### config.mk
export PLATFORM = sky130hd
export DESIGN_NAME = keypad_scan_flat
export DESIGN_NICKNAME = d
export VERILOG_FILES = /design/src/rtl/keypad_if.sv /design/src/rtl/keypad_scan.sv /design/src/flat_wrapper.sv
export SDC_FILE = /design/constraint.sdc
export NUM_CORES = 1
export LEC_CHECK = 0
export ABC_AREA = 1
export BUFFER_PORTS_ARGS = -buffer_cell sky130_fd_sc_hd__buf_4
export CAP_MARGIN = 10
export CELL_PAD_IN_SITES_DETAIL_PLACEMENT = 0
export CELL_PAD_IN_SITES_GLOBAL_PLACEMENT = 2
export CORE_UTILIZATION = 30
export DETAILED_ROUTE_END_ITERATION = 10
export PLACE_DENSITY_LB_ADDON = 0.1
export REMOVE_ABC_BUFFERS = 1
export SLEW_MARGIN = 20
export SYNTH_ARGS = -nofsm -noshare
export SYNTH_HDL_FRONTEND = slang
export SYNTH_SLANG_ARGS = --single-unit
### constraint.sdc
create_clock -name clk_div -period 1.6 [get_ports clk_div]
set_clock_uncertainty 0.2 [all_clocks]
set_input_delay 0.08 -clock clk_div [delete_from_list [all_inputs] [get_ports clk_div]]
set_output_delay 0.08 -clock clk_div [all_outputs]
set_load 0.03 [all_outputs]
### src/rtl/keypad_if.sv
// Keypad scanner bus: row sense in, column drive and key events out.
// The scanner uses the master side; whatever models or reads the keypad uses slave.
interface keypad_if #(
  parameter int ROWS = 4,
  parameter int COLS = 4
);
  localparam int CW = ($clog2(ROWS * COLS) > 1) ? $clog2(ROWS * COLS) : 1;

  logic [ROWS-1:0] sync_row;
  logic [COLS-1:0] col;
  logic [CW-1:0]   key_code;
  logic            key_valid;
  logic            key_held;
  logic            multi_key;

  modport master (
    input  sync_row,
    output col, key_code, key_valid, key_held, multi_key
  );

  modport slave (
    output sync_row,
    input  col, key_code, key_valid, key_held, multi_key
  );
endinterface

### src/rtl/keypad_scan.sv
// Matrix keypad scanner. While idle, all columns are driven high so any press is
// seen. A press triggers a column walk that locates the key. The key is then
// debounced, reported, and optionally auto-repeated. Finally the scanner waits for
// a debounced all-keys-up before it returns to idle.
module keypad_scan #(
  parameter int ROWS       = 4,
  parameter int COLS       = 4,
  parameter int DEBOUNCE   = 4,
  parameter int REPEAT_DLY = 0,
  parameter int REPEAT_PER = 8
) (
  input logic      clk_div,
  input logic      rst,
  keypad_if.master kif
);
  localparam int CW  = ($clog2(ROWS * COLS) > 1) ? $clog2(ROWS * COLS) : 1;
  localparam int RW  = ($clog2(ROWS) > 1) ? $clog2(ROWS) : 1;
  localparam int CIW = ($clog2(COLS) > 1) ? $clog2(COLS) : 1;

  typedef enum logic [2:0] {
    S_IDLE     = 3'd0,
    S_SCAN     = 3'd1,
    S_DEBOUNCE = 3'd2,
    S_HELD     = 3'd3,
    S_RELEASE  = 3'd4
  } state_t;

  // Snapshot of the press found during the column walk.
  typedef struct packed {
    logic [ROWS-1:0] pat;
    logic [RW-1:0]   row;
    logic [CIW-1:0]  col;
  } cap_t;

  state_t          state;
  cap_t            cap;
  logic [CIW-1:0]  col_idx;
  logic [7:0]      dcnt;
  logic [15:0]     rcnt;
  logic            rpt_first;
  logic [15:0]     rpt_tgt;
  logic [COLS-1:0] col_q;
  logic [CW-1:0]   key_code_q;
  logic            kv, kh, mk;

  // Index of the lowest set row bit. A capture that reaches debounce has exactly one bit set.
  function automatic logic [RW-1:0] row_of(input logic [ROWS-1:0] v);
    logic [RW-1:0] r;
    r = '0;
    for (int i = ROWS - 1; i >= 0; i--)
      if (v[i]) r = RW'(i);
    return r;
  endfunction

  function automatic logic [COLS-1:0] onehot(input logic [CIW-1:0] idx);
    return COLS'(1) << idx;
  endfunction

  // The first repeat waits REPEAT_DLY held cycles. Each later repeat waits REPEAT_PER cycles.
  assign rpt_tgt = rpt_first ? 16'(REPEAT_DLY - 1) : 16'(REPEAT_PER - 1);

  // Scanner FSM. All outputs are registered, so col always matches the current state.
  always_ff @(posedge clk_div) begin
    if (rst) begin
      state      <= S_IDLE;
      cap        <= '0;
      col_idx    <= '0;
      dcnt       <= '0;
      rcnt       <= '0;
      rpt_first  <= 1'b1;
      col_q      <= '1;
      key_code_q <= '0;
      kv         <= 1'b0;
      kh         <= 1'b0;
      mk         <= 1'b0;
    end else begin
      kv <= 1'b0;
      mk <= 1'b0;
      case (state)
        S_IDLE: begin
          col_q   <= '1;
          kh      <= 1'b0;
          col_idx <= '0;
          dcnt    <= '0;
          rcnt    <= '0;
          if (|kif.sync_row) begin
            state <= S_SCAN;
            col_q <= onehot('0);
          end
        end

        S_SCAN: begin
          if (|kif.sync_row) begin
            cap.pat <= kif.sync_row;
            cap.row <= row_of(kif.sync_row);
            cap.col <= col_idx;
            dcnt    <= '0;
            if ($countones(kif.sync_row) > 1) begin
              // Ghosting-prone chord: refuse it and wait for the keypad to clear.
              mk    <= 1'b1;
              state <= S_RELEASE;
              col_q <= '1;
            end else begin
              state <= S_DEBOUNCE;
            end
          end else if (col_idx == CIW'(COLS - 1)) begin
            state   <= S_IDLE;
            col_idx <= '0;
            col_q   <= '1;
          end else begin
            col_idx <= col_idx + 1'b1;
            col_q   <= onehot(col_idx + 1'b1);
          end
        end

        S_DEBOUNCE: begin
          if (kif.sync_row == cap.pat) begin
            if (dcnt == 8'(DEBOUNCE - 1)) begin
              kv         <= 1'b1;
              kh         <= 1'b1;
              key_code_q <= CW'(int'(cap.row) * COLS + int'(cap.col));
              state      <= S_HELD;
              dcnt       <= '0;
              rcnt       <= '0;
              rpt_first  <= 1'b1;
            end else begin
              dcnt <= dcnt + 1'b1;
            end
          end else begin
            state   <= S_IDLE;
            dcnt    <= '0;
            col_idx <= '0;
            col_q   <= '1;
          end
        end

        S_HELD: begin
          if (!kif.sync_row[cap.row]) begin
            state     <= S_RELEASE;
            kh        <= 1'b0;
            col_q     <= '1;
            dcnt      <= '0;
            rcnt      <= '0;
            rpt_first <= 1'b1;
          end else if (REPEAT_DLY > 0) begin
            if (rcnt == rpt_tgt) begin
              kv        <= 1'b1;
              rcnt      <= '0;
              rpt_first <= 1'b0;
            end else begin
              rcnt <= rcnt + 1'b1;
            end
          end
        end

        S_RELEASE: begin
          col_q <= '1;
          kh    <= 1'b0;
          if (|kif.sync_row) begin
            dcnt <= '0;
          end else if (dcnt == 8'(DEBOUNCE - 1)) begin
            state   <= S_IDLE;
            dcnt    <= '0;
            col_idx <= '0;
          end else begin
            dcnt <= dcnt + 1'b1;
          end
        end

        default: begin
          state     <= S_IDLE;
          col_idx   <= '0;
          dcnt      <= '0;
          rcnt      <= '0;
          rpt_first <= 1'b1;
          col_q     <= '1;
          kh        <= 1'b0;
        end
      endcase
    end
  end

  assign kif.col       = col_q;
  assign kif.key_code  = key_code_q;
  assign kif.key_valid = kv;
  assign kif.key_held  = kh;
  assign kif.multi_key = mk;
endmodule

### src/flat_wrapper.sv
// flat-port wrapper written by rule: the top's interface ports become plain ports
module keypad_scan_flat 
#(
  parameter int ROWS       = 4,
  parameter int COLS       = 4,
  parameter int DEBOUNCE   = 4,
  parameter int REPEAT_DLY = 0,
  parameter int REPEAT_PER = 8
)
  (clk_div, rst, kif_sync_row, kif_col, kif_key_code, kif_key_valid, kif_key_held, kif_multi_key);
  keypad_if #(.ROWS(ROWS), .COLS(COLS)) kif_i ();
  input logic clk_div;
  input logic rst;
  input wire logic [$bits(kif_i.sync_row)-1:0] kif_sync_row;
  output wire logic [$bits(kif_i.col)-1:0] kif_col;
  output wire logic [$bits(kif_i.key_code)-1:0] kif_key_code;
  output wire logic [$bits(kif_i.key_valid)-1:0] kif_key_valid;
  output wire logic [$bits(kif_i.key_held)-1:0] kif_key_held;
  output wire logic [$bits(kif_i.multi_key)-1:0] kif_multi_key;
  assign kif_i.sync_row = kif_sync_row;
  assign kif_col = kif_i.col;
  assign kif_key_code = kif_i.key_code;
  assign kif_key_valid = kif_i.key_valid;
  assign kif_key_held = kif_i.key_held;
  assign kif_multi_key = kif_i.multi_key;
  keypad_scan #(.ROWS(ROWS), .COLS(COLS), .DEBOUNCE(DEBOUNCE), .REPEAT_DLY(REPEAT_DLY), .REPEAT_PER(REPEAT_PER)) u_core (.clk_div(clk_div), .rst(rst), .kif(kif_i));
endmodule
### After elaboration in Yosys (flattened, before gate mapping)

Cells that the tools add are included.

* bits in registers: 32
* ROM bits: 0
* RAM bits: 0
* word-level logic and storage cells: 96
* output and inout port bits: 11
* memories: 0
* latch bits: 0

* $mul: 0
* div/mod/pow operators: 0
* shift-type cells: 1
* equal/unequal tests: 19
* mux-type cells: 41
* order comparisons: 2
* reductions and logical operators: 11
* $add $sub $neg: 6
* bitwise logic cells: 5

Operators by type and width (number)
* two-way mux 8 bit: 5
* adder 32 bit: 1
* > comparator 32 x 2 -> 1 bit, second input constant: 1
* one-hot mux 8 bit (4 select lines): 1
* two-way mux 3 bit: 9
* two-way mux 4 bit: 6
* two-way mux 2 bit: 9
* one-hot mux 4 bit (4 select lines): 1
* one-hot mux 3 bit (5 select lines): 1
* != test 2 x 1 -> 1 bit, second input constant: 5
* adder 8 x 1 -> 8 bit, second input constant: 1
* equality test 8 x 2 -> 1 bit, second input constant: 1
* != test 2 bit, second input constant: 4
* one-hot mux 2 bit (4 select lines): 1
* equality test 3 x 2 -> 1 bit, second input constant: 2
* two-way mux 1 bit: 6
* != test 3 bit, second input constant: 2
* AND reduction 3 bit: 2
* AND reduction 6 bit: 1
* OR reduction 3 bit: 2
* inverter 1 bit: 5
* AND reduction 5 bit: 1
* adder 1 x 1 -> 2 bit: 2
* adder 4 x 2 -> 4 bit: 1
* other kinds (14): 15

### Logic depth before layout (Yosys ltp)

* depth after elaboration: 6
* mapped depth: 12
* gate-level depth less buffers: 12

### Worst setup path after synthesis

OpenSTA, ideal clock, no wires.

* kind: in2reg
* start point: in kif_sync_row[2]
* end point: reg u_core.col_q[0] (netlist: u_core.kif.col[0])
* data arrival time: 1.463 ns
* setup time: 0.138 ns
* buffers on the path: 0
* setup slack: -0.201 ns
* cell stages on the path: 9
* data required time: 1.262 ns
* path through: inv_1 > ha_1 > nand2_1 > inv_1 > fa_1 > nor2_1 > nand2_1 > nand3_2 > o211ai_1

* longest elaborated chain between the ends: 5
* elaborated cells on any way between the ends: 13

Ends and longest elaborated chain
* start: declaration: RTL line flat_wrapper.sv:14 `input wire logic [$bits(kif_i.sync_row)-1:0] kif_sync_row;`
* adder 1 x 1 -> 2 bit (implied by the code): RTL line keypad_scan.sv:98 `if ($countones(kif.sync_row) > 1) begin`
* adder 32 bit (implied by the code): RTL line keypad_scan.sv:98
* > comparator 32 x 2 -> 1 bit: RTL line keypad_scan.sv:98
* != test 3 bit (no line)
* AND reduction 3 bit (no line)
* end signal: assignment: RTL line keypad_scan.sv:88 `col_q <= onehot('0);`
* end signal: assignment: RTL line keypad_scan.sv:112 `col_q <= onehot(col_idx + 1'b1);`
* end: declaration: RTL line keypad_scan.sv:42 `logic [COLS-1:0] col_q;`

Parallel ways exist; a longest one is shown, timed or not. The select of a mux whose other input is x is not followed.
A chain may end at the register's enable or synchronous reset.

### Final worst setup path

* start point: in kif_sync_row[2]
* end point: reg u_core.state[2]

* longest elaborated chain between the ends: 6
* elaborated cells on any way between the ends: 17

Ends and longest elaborated chain
* adder 1 x 1 -> 2 bit (implied by the code): RTL line keypad_scan.sv:98
* adder 32 bit (implied by the code): RTL line keypad_scan.sv:98
* > comparator 32 x 2 -> 1 bit: RTL line keypad_scan.sv:98
* two-way mux 3 bit: RTL line keypad_scan.sv:98
* two-way mux 3 bit: RTL line keypad_scan.sv:93 `if (|kif.sync_row) begin`
* one-hot mux 3 bit (5 select lines): RTL line keypad_scan.sv:79 `case (state)`
* end signal: assignment: RTL line keypad_scan.sv:87 `state <= S_SCAN;`
* end signal: assignment: RTL line keypad_scan.sv:101 `state <= S_RELEASE;`
* end signal: assignment: RTL line keypad_scan.sv:104 `state <= S_DEBOUNCE;`
* end: declaration: RTL line keypad_scan.sv:35 `state_t state;`

Parallel ways exist; a longest one is shown, timed or not. The select of a mux whose other input is x is not followed.

==> results.sh <==
export IMPL_status="finished clean"
export IMPL_period_share_pct=99.9
export IMPL_drv_slew=0
export IMPL_synth_warnings=0
export IMPL_cp_start_kind="input port"
export IMPL_clock_latency_ns=0.29
export IMPL_core_um2=6030
export IMPL_synthFlopType="dfxtp_1"
export IMPL_cp_data_arrival_time_ns=1.62
export IMPL_yosysSeqAreaShare_pct=33.8
export IMPL_synth_edf_count=0
export IMPL_drive_gt1_share_pct=38.0
export IMPL_drc=0
export IMPL_max_slew_worst_pin_slew_ns=0.290
export IMPL_synth_area_leaders="dfxtp_1 (34%), nand2_1 (13%), nor2_1 (7.3%)"
export IMPL_setup_viol=0
export IMPL_endpoint_kind="flop"
export IMPL_htreeDepth=2
export IMPL_power_total_uw=3700
export IMPL_wl_per_cell_um=12.0
export IMPL_cts_sinks=32
export IMPL_initial_core_util_pct=31.5
export IMPL_setup_tns_ns=0
export IMPL_drtIter0Drc=51
export IMPL_syn_inst=278
export IMPL_synth_area_per_cell_um2=6.82
export IMPL_grt_pass1_vias=1911
export IMPL_vias=1951
export IMPL_ys_ff_latch=32
export IMPL_cts_root_buf="clkbuf_8"
export IMPL_hold_viol=0
export IMPL_ant_nets=0
export IMPL_cp_required_ns=1.62
export IMPL_io_buffers=16
export IMPL_io_pins=17
export IMPL_routed_wl_mm=5.16
export IMPL_reg2reg_depth=8
export IMPL_track_usage_pct=17.6
export IMPL_grt_ovfl_total=0
export IMPL_path_clk_slew_ns=0.07
export IMPL_fillCellCount=650
export IMPL_cts_tree="done"
export IMPL_fp_dieH_um=81.5
export IMPL_yosysTopAreaCell="dfxtp_1"
export IMPL_fp_dieArea_um2=6640
export IMPL_relSlewSlack_pct=80.6
export IMPL_cap_violations=0
export IMPL_row_count=28
export IMPL_power_density_nw_per_um2=1300
export IMPL_grt_pass1_wl_mm=8.77
export IMPL_async_reset_ff_share_pct=0
export IMPL_numCtsBuffers=5
export IMPL_dr_pass1_iters=4
export IMPL_max_vdd_ir_drop_uv=651
export IMPL_whs_path_depth=5
export IMPL_critPathMaxFanout=2
export IMPL_min_period_ns=1.60
export IMPL_grt_max_degree=15
export IMPL_syn_area_um2=1900
export IMPL_via_per_inst=4.56
export IMPL_synth_top_area_share_pct=33.8
export IMPL_hp_class="input port to flop"
export IMPL_cts_buffer_depth=2
export IMPL_place_hpwl_mm=3.80
export IMPL_synth_cell_types=31
export IMPL_fp_dieW_um=81.5
export IMPL_max_freq_mhz=626
export IMPL_antenna_found_initial=0
export IMPL_critPathKind="input port to flop"
export IMPL_antenna_cells=0
export IMPL_area_growth_pct=50.6
export IMPL_rsz0062_at_grt="yes"
export IMPL_static_leakage_power_uw=0.00134
export IMPL_fin_nets=369
export IMPL_gp_congestion=0.765
-- through the flow --
step / hold slack, ns / utilization (%) / cell area, um^2 / cells / setup WS, ns
6_report: 0.0271 / 47.4 / 2860 / 428 / 0.00201
5_1_grt: 0.0549 / 47.4 / 2860 / 428 / -0.0892
3_5_place_dp: 0.158 / 40.7 / 2450 / 413 / -0.399
3_3_place_gp: 0.151 / 40.7 / 2450 / 413 / -0.395
4_1_cts: 0.00367 / 44.5 / 2680 / 425 / 0.000164
2_1_floorplan: -0.0509 / - / 1870 / 274 / -0.226
-- cell usage in the layout (no fill, tap or decap), types with 2 or more instances in the layout --
master,count
a21oi_1,20
buf_4,60
buf_6,6
clkbuf_8,7
dfxtp_1,27
dfxtp_2,3
dfxtp_4,2
dlygate4sd3_1,4
ha_1,7
ha_4,3
inv_1,29
inv_2,6
inv_4,4
nand2_1,64
nand2_2,4
nand2_4,5
nand3_1,15
nand3_2,2
nand3_4,2
nand4_1,6
nor2_1,26
nor2_2,7
nor2_4,9
nor3_4,2
o211ai_1,2
o21a_1,2
o21ai_0,9
o21ai_1,5
o21ai_2,4
or2_2,2
-- registers in the layout (all words and copies together) (netlist names) --
register / cells
u_core.cap: 8
u_core.kif.col: 4
u_core.kif.key_valid: 1
u_core.dcnt: 8
u_core.state: 3
u_core.kif.key_held: 1
u_core.col_idx: 2
u_core.kif.key_code: 4
u_core.kif.multi_key: 1
-- cell usage after synthesis (2+ instances only) --
library cell / n
o21ai_1: 4
nor2_4: 3
o21ai_0: 14
o21a_1: 2
buf_6: 2
a21oi_1: 21
nor2_2: 2
nand4_1: 6
nor3_4: 2
nand3_1: 17
o211ai_1: 2
or2_2: 2
ha_1: 10
inv_1: 34
inv_2: 4
nor2_1: 37
nand2_1: 68
nor3_1: 2
dfxtp_1: 32
nand2_2: 3
-- worst paths after layout --
path / slack [ns] / from / end
min reg2reg: 0.24 / u_core.cap[0] / u_core.kif.key_code[0]
max: 0.002 / kif_sync_row[2] / u_core.state[2]
max reg2reg: 0.04 / u_core.dcnt[1] / u_core.kif.key_code[2]
min: 0.03 / kif_sync_row[1] / u_core.cap[3]
-- power by group --
group          switching, uW  leakage (uW)  internal [uW]
sequential               129      0.000264            986
combinational            974       0.00101            749
clock                    316     0.0000645            549
-- per-layer routing --
layer  wire length [um]  GRT usage (%)  vias to the layer above
met5                  0              0                        -
li1                   -              -                     1039
met1               2510           22.1                      874
met2               2400           28.9                       28
met3                150           4.11                       10
met4                 97           7.14                        0
-- kinds of logic (layout without fill, tap and decap cells) --
family / count (synthesis) / in the layout / share of synthesized area, %
buffers and inverters: 44 / 118 / 9.63
adders and majority gates: 11 / 11 / 7.65
AOI/OAI and AO/OA: 46 / 46 / 13.3
and+or+nand+nor: 145 / 146 / 35.6
DFF: 32 / 32 / 33.8
-- worst max-delay path, cell delays in order --
cell and delay [ns]:
buf_4 0.12, inv_4 0.05, ha_4 0.19, nand2_2 0.06, inv_2 0.04, fa_1 0.54, nor2_4 0.07, buf_6 0.12
o21bai_4 0.13, nand3_2 0.09, a21oi_2 0.14
-- layout make-up --
type,instances,area (um^2),area share [%]
clock buffer,7,96.3,3.37
clock inverter,1,30.0,1.05
inverter,40,165,5.78
multi-input combinational,203,1260,44.2
sequential,32,652,22.8
tap,75,93.8,3.29
timing repair buffer,70,558,19.5
-- repair_timing --
| action | CTS | global route |
|---|---|---|
| cloned | 0 | 1 |
| pin swaps | 6 | 16 |
| endpoints found under the setup margin | 23 | 30 |
| setup buffers | 0 | 3 |
| gates resized for setup | 23 | 46 |
| hold buffers | 4 | 0 |
| endpoints found under the hold margin | 11 | 0 |
Note: power is estimated with default switching activity, not from simulation.
